### src/rtl/adc_sched_pkg.sv
// Shared constants for the ADC sample scheduler: FSM encoding, OSR encoding,
// timing defaults and accumulator width.
package adc_sched_pkg;

  localparam int PERIOD_MIN_DEF = 40;
  localparam int TO_LOW_DEF     = 8;
  localparam int TO_HIGH_DEF    = 48;
  localparam int ACC_W          = 15;

  localparam logic [2:0] S_IDLE      = 3'd0;
  localparam logic [2:0] S_ARM       = 3'd1;
  localparam logic [2:0] S_TRIG      = 3'd2;
  localparam logic [2:0] S_WAIT_LOW  = 3'd3;
  localparam logic [2:0] S_WAIT_HIGH = 3'd4;
  localparam logic [2:0] S_ACCUM     = 3'd5;
  localparam logic [2:0] S_EMIT      = 3'd6;

  localparam logic [1:0] OSR_1 = 2'd0;
  localparam logic [1:0] OSR_2 = 2'd1;
  localparam logic [1:0] OSR_4 = 2'd2;
  localparam logic [1:0] OSR_8 = 2'd3;

  function automatic logic [3:0] osr_samples(input logic [1:0] osr);
    return 4'd1 << osr;
  endfunction

endpackage

### src/rtl/adc_dual_accum.sv
// Two-channel sample accumulator with sample count, latched OSR and
// shift-average outputs; OSR follows the input only while no block is open.
module adc_dual_accum
  import adc_sched_pkg::*;
(
  input  logic        iCLK_32,
  input  logic        iRST,
  input  logic        i_clr,
  input  logic        i_add,
  input  logic        i_cap_osr,
  input  logic [1:0]  i_osr,
  input  logic [11:0] i_data_a,
  input  logic [11:0] i_data_b,
  output logic        o_last,
  output logic [11:0] o_avg_a,
  output logic [11:0] o_avg_b
);

  logic [ACC_W-1:0] r_acc_a;
  logic [ACC_W-1:0] r_acc_b;
  logic [3:0]       r_cnt;
  logic [1:0]       r_osr;
  logic [ACC_W-1:0] w_shift_a;
  logic [ACC_W-1:0] w_shift_b;

  always_ff @(posedge iCLK_32 or posedge iRST) begin
    if (iRST) begin
      r_acc_a <= '0;
      r_acc_b <= '0;
      r_cnt   <= '0;
      r_osr   <= '0;
    end else begin
      if (i_clr) begin
        r_acc_a <= '0;
        r_acc_b <= '0;
        r_cnt   <= '0;
      end else if (i_add) begin
        r_acc_a <= r_acc_a + {{(ACC_W-12){1'b0}}, i_data_a};
        r_acc_b <= r_acc_b + {{(ACC_W-12){1'b0}}, i_data_b};
        r_cnt   <= r_cnt + 4'd1;
      end
      // Count is 4 bits so it never wraps to 0 before EMIT uses r_osr.
      if (i_cap_osr || (r_cnt == 4'd0)) begin
        r_osr <= i_osr;
      end
    end
  end

  assign o_last    = ((r_cnt + 4'd1) == osr_samples(r_osr));
  assign w_shift_a = r_acc_a >> r_osr;
  assign w_shift_b = r_acc_b >> r_osr;
  assign o_avg_a   = w_shift_a[11:0];
  assign o_avg_b   = w_shift_b[11:0];

endmodule

### src/rtl/adc_sample_scheduler.sv
// Periodic ADC trigger scheduler: issues oSYNC, tracks the iCS_n frame with
// timeouts, averages 2^iOSR frames per result and flags overruns/faults.
module adc_sample_scheduler
  import adc_sched_pkg::*;
#(
  parameter int PERIOD_MIN = PERIOD_MIN_DEF,
  parameter int TO_LOW     = TO_LOW_DEF,
  parameter int TO_HIGH    = TO_HIGH_DEF
) (
  input  logic        iCLK_32,
  input  logic        iRST,
  input  logic        iENABLE,
  input  logic [15:0] iPERIOD,
  input  logic [1:0]  iOSR,
  input  logic        iCLR_ERR,
  input  logic        iCS_n,
  input  logic [11:0] iDATA_A,
  input  logic [11:0] iDATA_B,
  output logic        oSYNC,
  output logic [11:0] oAVG_A,
  output logic [11:0] oAVG_B,
  output logic        oVALID,
  output logic        oBUSY,
  output logic        oOVERRUN,
  output logic        oFAULT
);

  logic [2:0]  r_state;
  logic [15:0] r_per_cnt;
  logic [7:0]  r_to_cnt;
  logic        r_cs_q;
  logic        r_abort;
  logic        r_valid;
  logic        r_ovr;
  logic        r_fault;
  logic [11:0] r_avg_a;
  logic [11:0] r_avg_b;

  logic [15:0] w_period;
  logic        w_expire;
  logic        w_cs_rise;
  logic        w_to_low;
  logic        w_to_high;
  logic        w_fault_evt;
  logic        w_ovr_evt;
  logic        w_add;
  logic        w_clr_acc;
  logic        w_last;
  logic [11:0] w_avg_a;
  logic [11:0] w_avg_b;

  assign w_period    = (iPERIOD < 16'(PERIOD_MIN)) ? 16'(PERIOD_MIN) : iPERIOD;
  assign w_expire    = iENABLE && (r_per_cnt == (w_period - 16'd1));
  assign w_cs_rise   = iCS_n && !r_cs_q;
  // Timeout windows count the entry cycle, so the budget starts at the trigger / the fall.
  assign w_to_low    = (r_state == S_WAIT_LOW) && iCS_n && (r_to_cnt == 8'(TO_LOW - 1));
  assign w_to_high   = (r_state == S_WAIT_HIGH) && !w_cs_rise && (r_to_cnt == 8'(TO_HIGH - 1));
  assign w_fault_evt = w_to_low || w_to_high;
  assign w_ovr_evt   = w_expire && (r_state != S_ARM);
  assign w_add       = (r_state == S_ACCUM) && iENABLE && !r_abort;
  assign w_clr_acc   = w_fault_evt || (r_state == S_EMIT) ||
                       ((r_state == S_ACCUM) && !w_add) ||
                       ((r_state == S_ARM) && !iENABLE);

  adc_dual_accum u_acc (
    .iCLK_32   (iCLK_32),
    .iRST      (iRST),
    .i_clr     (w_clr_acc),
    .i_add     (w_add),
    .i_cap_osr (r_state == S_IDLE),
    .i_osr     (iOSR),
    .i_data_a  (iDATA_A),
    .i_data_b  (iDATA_B),
    .o_last    (w_last),
    .o_avg_a   (w_avg_a),
    .o_avg_b   (w_avg_b)
  );

  always_ff @(posedge iCLK_32 or posedge iRST) begin
    if (iRST) begin
      r_per_cnt <= '0;
    end else if (!iENABLE || w_expire) begin
      r_per_cnt <= '0;
    end else begin
      r_per_cnt <= r_per_cnt + 16'd1;
    end
  end

  always_ff @(posedge iCLK_32 or posedge iRST) begin
    if (iRST) begin
      r_state  <= S_IDLE;
      r_to_cnt <= '0;
    end else begin
      case (r_state)
        S_IDLE:      if (iENABLE) r_state <= S_ARM;
        S_ARM: begin
          if (!iENABLE)      r_state <= S_IDLE;
          else if (w_expire) r_state <= S_TRIG;
        end
        S_TRIG: begin
          r_to_cnt <= 8'd1;
          r_state  <= S_WAIT_LOW;
        end
        S_WAIT_LOW: begin
          if (!iCS_n) begin
            r_to_cnt <= 8'd1;
            r_state  <= S_WAIT_HIGH;
          end else if (w_to_low) begin
            r_state <= S_ARM;
          end else begin
            r_to_cnt <= r_to_cnt + 8'd1;
          end
        end
        S_WAIT_HIGH: begin
          if (w_cs_rise)      r_state <= S_ACCUM;
          else if (w_to_high) r_state <= S_ARM;
          else                r_to_cnt <= r_to_cnt + 8'd1;
        end
        S_ACCUM: begin
          if (!w_add)      r_state <= S_IDLE;
          else if (w_last) r_state <= S_EMIT;
          else             r_state <= S_ARM;
        end
        S_EMIT:      r_state <= iENABLE ? S_ARM : S_IDLE;
        default:     r_state <= S_IDLE;
      endcase
    end
  end

  always_ff @(posedge iCLK_32 or posedge iRST) begin
    if (iRST) begin
      r_cs_q  <= 1'b1;
      r_abort <= 1'b0;
      r_valid <= 1'b0;
      r_ovr   <= 1'b0;
      r_fault <= 1'b0;
      r_avg_a <= '0;
      r_avg_b <= '0;
    end else begin
      r_cs_q  <= iCS_n;
      r_valid <= (r_state == S_EMIT);
      if ((r_state == S_IDLE) || (r_state == S_ARM)) r_abort <= 1'b0;
      else if (!iENABLE)                             r_abort <= 1'b1;
      if (r_state == S_EMIT) begin
        r_avg_a <= w_avg_a;
        r_avg_b <= w_avg_b;
      end
      if (w_ovr_evt)     r_ovr <= 1'b1;
      else if (iCLR_ERR) r_ovr <= 1'b0;
      if (w_fault_evt)   r_fault <= 1'b1;
      else if (iCLR_ERR) r_fault <= 1'b0;
    end
  end

  assign oSYNC    = (r_state == S_TRIG);
  assign oBUSY    = (r_state >= S_TRIG) && (r_state <= S_ACCUM);
  assign oVALID   = r_valid;
  assign oAVG_A   = r_avg_a;
  assign oAVG_B   = r_avg_b;
  assign oOVERRUN = r_ovr;
  assign oFAULT   = r_fault;

endmodule

### config.mk
export PLATFORM = sky130hd
export DESIGN_NAME = adc_sample_scheduler
export DESIGN_NICKNAME = d
export VERILOG_FILES = /design/src/rtl/adc_sched_pkg.sv /design/src/rtl/adc_dual_accum.sv /design/src/rtl/adc_sample_scheduler.sv
export SDC_FILE = /design/constraint.sdc
export NUM_CORES = 1
export LEC_CHECK = 0
export ABC_AREA = 1
export CORE_ASPECT_RATIO = 0.75
export CORE_MARGIN = 8
export CORE_UTILIZATION = 45
export CTS_CLUSTER_SIZE = 14
export DETAILED_ROUTE_END_ITERATION = 10
export GPL_TIMING_DRIVEN = 0
export PLACE_DENSITY = 0.72
export SYNTH_ARGS = -nofsm -noshare
export SYNTH_HDL_FRONTEND = slang
export SYNTH_SLANG_ARGS = --single-unit
export TNS_END_PERCENT = 50
### constraint.sdc
create_clock -name iCLK_32 -period 3.09 [get_ports iCLK_32]
set_input_delay 0.618 -clock iCLK_32 [delete_from_list [all_inputs] [get_ports iCLK_32]]
set_output_delay 0.618 -clock iCLK_32 [all_outputs]
set_load 0.1 [all_outputs]
==> metrics.md, run 1 <==
| Metric | Value |
|---|---|
| Grt total ovfl | 0 |
| Number of flops mapped to enable cells by yosys | 0 |
| Hold_buf cts | 0 |
| Setup CP Type | in2reg |
| Main synth FF type | dfrtp_1 |
| Pwr/cell area | 748.8 nW/um^2 |
| Fin. Hold Viols | 0 |
| PortBufs | 75 |
| Initial antenna violation count | 0 |
| Clock root buffer | clkbuf_16 |
| Clk slew on worst S/H paths | 0.07 ns |
| Worst-Margin Slew | 1.016 ns |
| Via count | 5943 |
| Max-cap violations | 0 |
| Share of the synthesized area in the top cell type | 0.3544 |
| Setup WS post-layout | 0.1838 ns |
| Register area share after synthesis | 0.3585 |
| Fin crit period | 2.906 ns |
| Max clock buf depth | 2 |
| Vias in the first global route | 5608 |
| Place WS | -0.6829 ns |
| Ranking of synthesized cells by area | dfrtp_1 35%, nand2_1 11%, o21ai_0 6.5%, inv_1 6.1%, ha_1 5.6% |
| Worst clock skew | 0.008707 ns |
| CP Data Arrival Time | 3.10 ns |
| Seq cells post-synth | 92 |
| DR pass1 iterations | 5 |
| Via/cell ratio | 5.218 |
| Post-synth cell types | 51 |
| Synth top cells by count | 186 x nand2_1, 105 x inv_1, 96 x nor2_1 |
| Clk sinks | 92 |
| Cells after Synth | 864 |
| Antenna viol nets, final | 0 |
| Startpoint Class | primary input |
| Worst VDD drop | 631.7 uV |
| Post-route DRC | 0 |
| Die H | 119.5 um |
| CTS tree | yes |
| Die Width | 154.0 um |
| Most frequent cell after synthesis | nand2_1 |
| Final Slew Violations | 0 |
| GRT Util Overall | 0.1784 |
| CP Capture Type | flop |
| Post-layout nets | 1037 |
| Die area | 18400 sq um |
| Relative slew slack | 0.3206 |
| Finished Core Util | 0.5666 |
| Row count | 37 |
| FMAX | 344.1 MHz |
| Yosys warning total | 0 |
| Leakage power | 3.724 nW |
| Setup violations, final | 0 |
| Worst EP required | 3.28 ns |
| Clk Latency, worst-skew pair | 0.34 ns |
| Yosys top cell by area | dfrtp_1 |
| DR iter-0 viols | 414 |
| RePlAce Congestion | 0.8828 |
| H-tree Lvls | 3 |
| Post-synth ARST share | 1.000 |
| Core Box Area | 13840 sq um |
| Share of post-route cells with drive strength above 1 | 0.08610 |
| Outcome | finished clean |
| DP HPWL | 12360 um |
| DR WL/cell | 14.28 um |
| Hold Crit Class | reg2reg |
| CTS Buf Count | 9 |
| Register area | 2303 sq um |
| Largest net degree at the start of global routing | 72 |
| Syn Nets | 942 |
| Area of the multi-input gates | 3715 sq um |
| Io pins | 76 |
| Critical path peak fanout | 13 |
| Period utilization | 0.9405 |
| Initial Util | 0.4643 |
| N_diodes | 0 |
| Fill count | 1311 |
| Area growth, synth to finish | 22.04% |
| Unrepaired setup endpoints after global routing | true |
| Mapped Area | 6426 sq um |
| Drt total wl | 16260 um |
| First-pass GRT wire length | 27360 um |
| Syn avg cell area | 7.438 sq um |
[critical path: stages]
cell and delay, ns:
clkdlybuf4s50_1 0.47, inv_2 0.04, nor2_2 0.14, nor2_4 0.05, nand2_4 0.16, nand2_1 0.12
ha_4 0.18, inv_1 0.09, nor2_4 0.05, nand3_4 0.11, nand2_1 0.09, nand3_1 0.10
nand2_1 0.06, nor3b_1 0.33, nand3b_4 0.17, nor2_4 0.26, nor3_2 0.06
[what timing repair did]
action | CTS | global route
resized for setup | 22 | 14
setup endpoints to repair | 19 | 20
setup buffers | 4 | 4
cloned | 1 | 0
pin swaps | 13 | 13
[report_power, final]
part           leakage [nW]  internal (mW)  total, mW  switching [mW]
Sequential             1.23           1.48       1.72           0.245
Combinational          2.35          0.860       3.09            2.23
Clock                 0.139          0.560       1.06           0.498
[state kept, by name (all words and copies together), names as in the netlist]
name           flops
r_cs_q             1
r_per_cnt         16
oAVG_A            12
r_state            3
oOVERRUN           1
oAVG_B            12
r_to_cnt           8
u_acc.r_acc_a     15
u_acc.r_cnt        4
u_acc.r_osr        2
oFAULT             1
oVALID             1
r_abort            1
u_acc.r_acc_b     15
[placed cells by master (no fill, tap or decap), drive strengths merged, types with 3 or more instances in the layout]
cell / instances
a21oi: 40
a31oi: 3
buf: 11
clkbuf: 27
clkdlybuf4s50: 63
clkinv: 4
dfrtp: 91
dlygate4sd2: 9
ha: 29
inv: 114
mux2i: 8
nand2: 194
nand3: 45
nand3b: 4
nand4: 11
nor2: 105
nor3: 23
nor3b: 4
nor4: 5
o2111ai: 5
o211ai: 4
o21ai: 84
o22a: 14
o22ai: 10
xnor2: 10
xor2: 22
[final cells by class]
cell class,instances,area share
Tap cell,175,0.02792
Inverter,112,0.05424
Multi-Input combinational cell,641,0.4737
Buffer,19,0.009094
Clock inverter,7,0.007498
Sequential cell,92,0.2937
Timing Repair Buffer,84,0.1051
Clock buffer,9,0.02872
[routing by layer]
metal | part of all wire | track usage | vias up
li1 | - | - | 3088
met1 | 0.51 | 0.2584 | 2676
met2 | 0.42 | 0.2737 | 162
met3 | 0.055 | 0.02761 | 17
met4 | 0.011 | 0.04396 | 0
met5 | 0 | 0 | -
[through the flow]
stage	total power [mW]	hold slack, ns	cell area [sq um]	std cells	setup TNS, ns
finish	5.872	0.4801	7843	1139	0
global route	6.205	0.5059	7843	1139	-0.02399
CTS	5.877	0.4851	7781	1136	0
detailed placement	4.807	0.4675	7426	1115	-11.92
global placement	4.779	0.4641	7396	1114	-137.20
floorplan	4.001	0.4522	6426	864	0
[worst paths after layout]
| path | depth (start not counted) | endpoint | startpoint | slack [ns] |
|---|---|---|---|---|
| worst max-delay path | 17 | r_per_cnt[4] | iPERIOD[5] | 0.18 |
| worst min-delay path | 2 | oAVG_A[0] | oAVG_A[0] | 0.48 |
| worst max register to register | 8 | u_acc.r_acc_a[10] | r_state[0] | 0.38 |
| worst min register to register | 2 | oAVG_A[0] | oAVG_A[0] | 0.48 |
| max in group asynchronous | 3 | r_cs_q | iRST | 1.83 |
| min in group asynchronous | 2 | u_acc.r_acc_b[5] | iRST | 0.59 |
[cell families after synthesis]
family / synth area share
mux: 0.01246
buf+inv: 0.07827
compound gates: 0.1614
simple gates: 0.2831
flops: 0.3585
fa+ha+maj: 0.06270
xor+xnor: 0.04361
Note: power is estimated with default switching activity, not from simulation.
==> run 2, diff against run 1 <==
==> constraint.sdc (replaced) <==
create_clock -name iCLK_32 -period 3.09 [get_ports iCLK_32]
set_input_delay 0.618 -clock iCLK_32 [delete_from_list [all_inputs] [get_ports iCLK_32]]
set_output_delay 0.618 -clock iCLK_32 [all_outputs]
set_load 0.01 [all_outputs]
==> results of run 2 <==
The final DEF is identical to that of run 1. Status: finished clean.
Main changes from that run: total power 5.872 mW -> 4.819 mW; worst IR drop on VDD 631.7 uV -> 285.1 uV
==> run 3, diff against run 2 <==
--- a/config.mk
+++ b/config.mk
@@ -13,6 +13,7 @@
 export DETAILED_ROUTE_END_ITERATION = 10
 export GPL_TIMING_DRIVEN = 0
 export PLACE_DENSITY = 0.72
+export RECOVER_POWER = 100
 export SYNTH_ARGS = -nofsm -noshare
 export SYNTH_HDL_FRONTEND = slang
 export SYNTH_SLANG_ARGS = --single-unit
==> metrics.md, run 3 (synthesized netlist as in run 1, its figures left out) <==
| Metric | Value |
|---|---|
| Outcome | finished clean |
| CTS tree | yes |
| H-tree Lvls | 3 (unchanged) |
| Setup WS post-layout | 0.1892 ns (+0.005334 ns) |
| CP cell instances | clkdlybuf4s50_1 > inv_2 > nor2_2 > nor2_4 > nand2_4 > nand2_1 > ha_4 > inv_1 > nor2_4 > nand3_4 > nand2_1 > nand3_1 > nand2_1 > nor3b_1 > nand3b_4 > nor2_4 > nor3_2 |
| Worst EP required | 3.29 ns (about the same) |
| Via/cell ratio | 5.229 (+0.22%) |
| Top Registers | r_per_cnt (16), u_acc.r_acc_a (15), u_acc.r_acc_b (15) |
| CP Data Arrival Time | 3.10 ns (about the same) |
| Worst-Margin Slew | 0.9580 ns |
| Leakage power | 3.771 nW (+1.3%) |
| Period utilization | 0.9388 (-0.001726) |
| RePlAce Congestion | 0.8828 (unchanged) |
| CP bufs+invs | 3 (unchanged) |
| Fill count | 1315 (+0.31%) |
| Relative slew slack | 0.3613 |
| Clk slew on worst S/H paths | 0.07 ns (about the same) |
| FMAX | 344.7 MHz (+0.18%) |
| Max clock buf depth | 2 (unchanged) |
| Fin. Hold Viols | 0 (unchanged) |
| Final Slew Violations | 0 (unchanged) |
| Antenna viol nets, final | 0 (unchanged) |
| Worst clock skew | 0.007834 ns (-0.0008732 ns) |
| Worst setup path startpoint | iPERIOD[5] |
| First-pass GRT wire length | 27360 um (unchanged) |
| DR WL/cell | 14.23 um (-0.37%) |
| Core Box Area | 13840 sq um (unchanged) |
| Largest net degree at the start of global routing | 72 (unchanged) |
| Worst VDD drop | 290.6 uV |
| Via count | 5956 (+0.22%) |
| Max-cap violations | 0 (unchanged) |
| Startpoint Class | primary input |
| Critical path peak fanout | 13 (unchanged) |
| CTS Buf Count | 9 (unchanged) |
| PortBufs | 75 (unchanged) |
| Pwr/cell area | 607.8 nW/um^2 |
| Critical path's largest stage delay | 0.47 ns (about the same) |
| Finished Core Util | 0.5649 (-0.001717) |
| Io pins | 76 (unchanged) |
| GRT Util Overall | 0.1784 (unchanged) |
| Family with the most delay on the worst path | simple AND/OR/NAND/NOR gates |
| Initial antenna violation count | 1 (+1) |
| N_diodes | 0 (unchanged) |
| Largest register FFs | 16 (unchanged) |
| Fin crit period | 2.901 ns (-0.005334 ns) |
| Post-route DRC | 0 (unchanged) |
| Hold_sp | oAVG_A[0] |
| Clk sinks | 92 (unchanged) |
| Row count | 37 (unchanged) |
| Total power | 4.752 mW |
| Vias in the first global route | 5608 (unchanged) |
| Place WS | -0.6829 ns (unchanged) |
| Grt total ovfl | 0 (unchanged) |
| Area growth, synth to finish | 21.67% |
| Clk Latency, worst-skew pair | 0.34 ns (about the same) |
| Unrepaired setup endpoints after global routing | true |
| Post-layout nets | 1037 (unchanged) |
| Die Width | 154.0 um (unchanged) |
| Setup CP Type | in2reg |
| Hold Crit Class | reg2reg |
| Setup violations, final | 0 (unchanged) |
| DR iter-0 viols | 425 (+2.7%) |
| Commonest cells after routing, fill and taps aside | 185 x nand2_1, 104 x inv_1, 91 x dfrtp_1 |
| Post-Route Setup TNS | 0 ns (unchanged) |
| Clock root buffer | clkbuf_16 |
| Drt total wl | 16200 um (-0.37%) |
| DP HPWL | 12360 um (unchanged) |
| FF-to-FF Start | r_state[0] |
| CP Capture Type | flop |
| Die H | 119.5 um (unchanged) |
| Most common cell after layout, fill and taps aside | nand2_1 |
| DR pass1 iterations | 5 (unchanged) |
| Initial Util | 0.4643 (unchanged) |
| Die area | 18400 sq um (unchanged) |
| Crit path max-delay cell type | clkdlybuf4s50_1 |
| Largest Register | r_per_cnt |
| Share of post-route cells with drive strength above 1 | 0.08402 (-0.002075) |
[run 3: cell type report]
cell class                 instances  area (sq um)  share of cell area
buffer                            19         71.32            0.009121
clock buffer                       9         225.2             0.02880
clock inverter                     7         58.81            0.007521
inverter                         112         424.2             0.05425
multi-input combinational        641          3712              0.4748
sequential                        92          2303              0.2946
tap                              175         219.0             0.02800
timing repair buffer              84         804.5              0.1029
[run 3: power by group]
group	switching, mW	internal (mW)
clock network	0.503	0.560
registers	0.238	1.48
logic	1.17	0.803
total	1.91	2.84
[run 3: final timing paths]
path / end / slack (ns) / cells after the start
min in group asynchronous: u_acc.r_acc_b[5] / 0.88 / 2
worst min register to register: oAVG_A[0] / 0.48 / 2
worst max register to register: u_acc.r_acc_a[11] / 0.36 / 9
worst max-delay path: r_per_cnt[15] / 0.19 / 17
max in group asynchronous: u_acc.r_acc_a[13] / 0.74 / 3
worst min-delay path: oAVG_A[0] / 0.48 / 2
[run 3: layer usage]
metal  vias to the layer above  global-route usage  share of wire
li1                       3091                   -              -
met1                      2692              0.2584           0.51
met3                        21             0.02761          0.056
met2                       150              0.2737           0.42
met4                         2             0.04396          0.010
met5                         -                   0        0.00049
[run 3: metrics by stage]
stage | cells | hold WS (ns) | instance area (sq um)
after floorplan | 864 | 0.4522 | 6426
after global placement | 1114 | 0.4641 | 7396
after detailed placement | 1115 | 0.4675 | 7426
after CTS | 1136 | 0.4851 | 7781
after global routing | 1139 | 0.5007 | 7819
final | 1139 | 0.4751 | 7819
[run 3: worst reg2reg max path, cell delays in order, from the launching register on]
cell and delay (ns):
dfrtp_1 0.46, inv_1 0.12, nor3_1 0.23, nand2_1 0.30, a21oi_1 0.22, nand3_1 0.14, nor2_1 0.31, inv_1 0.24
clkbuf_1 0.35, o21ai_0 0.26
[run 3: what timing repair did]
item                                    CTS  global route
cloned                                    1             0
pin swaps                                13            13
setup buffers                             4             4
resized for setup                        22            14
hold buffers                              0             0
endpoints found under the setup margin   19            20
hold endpoints to repair                  0             0
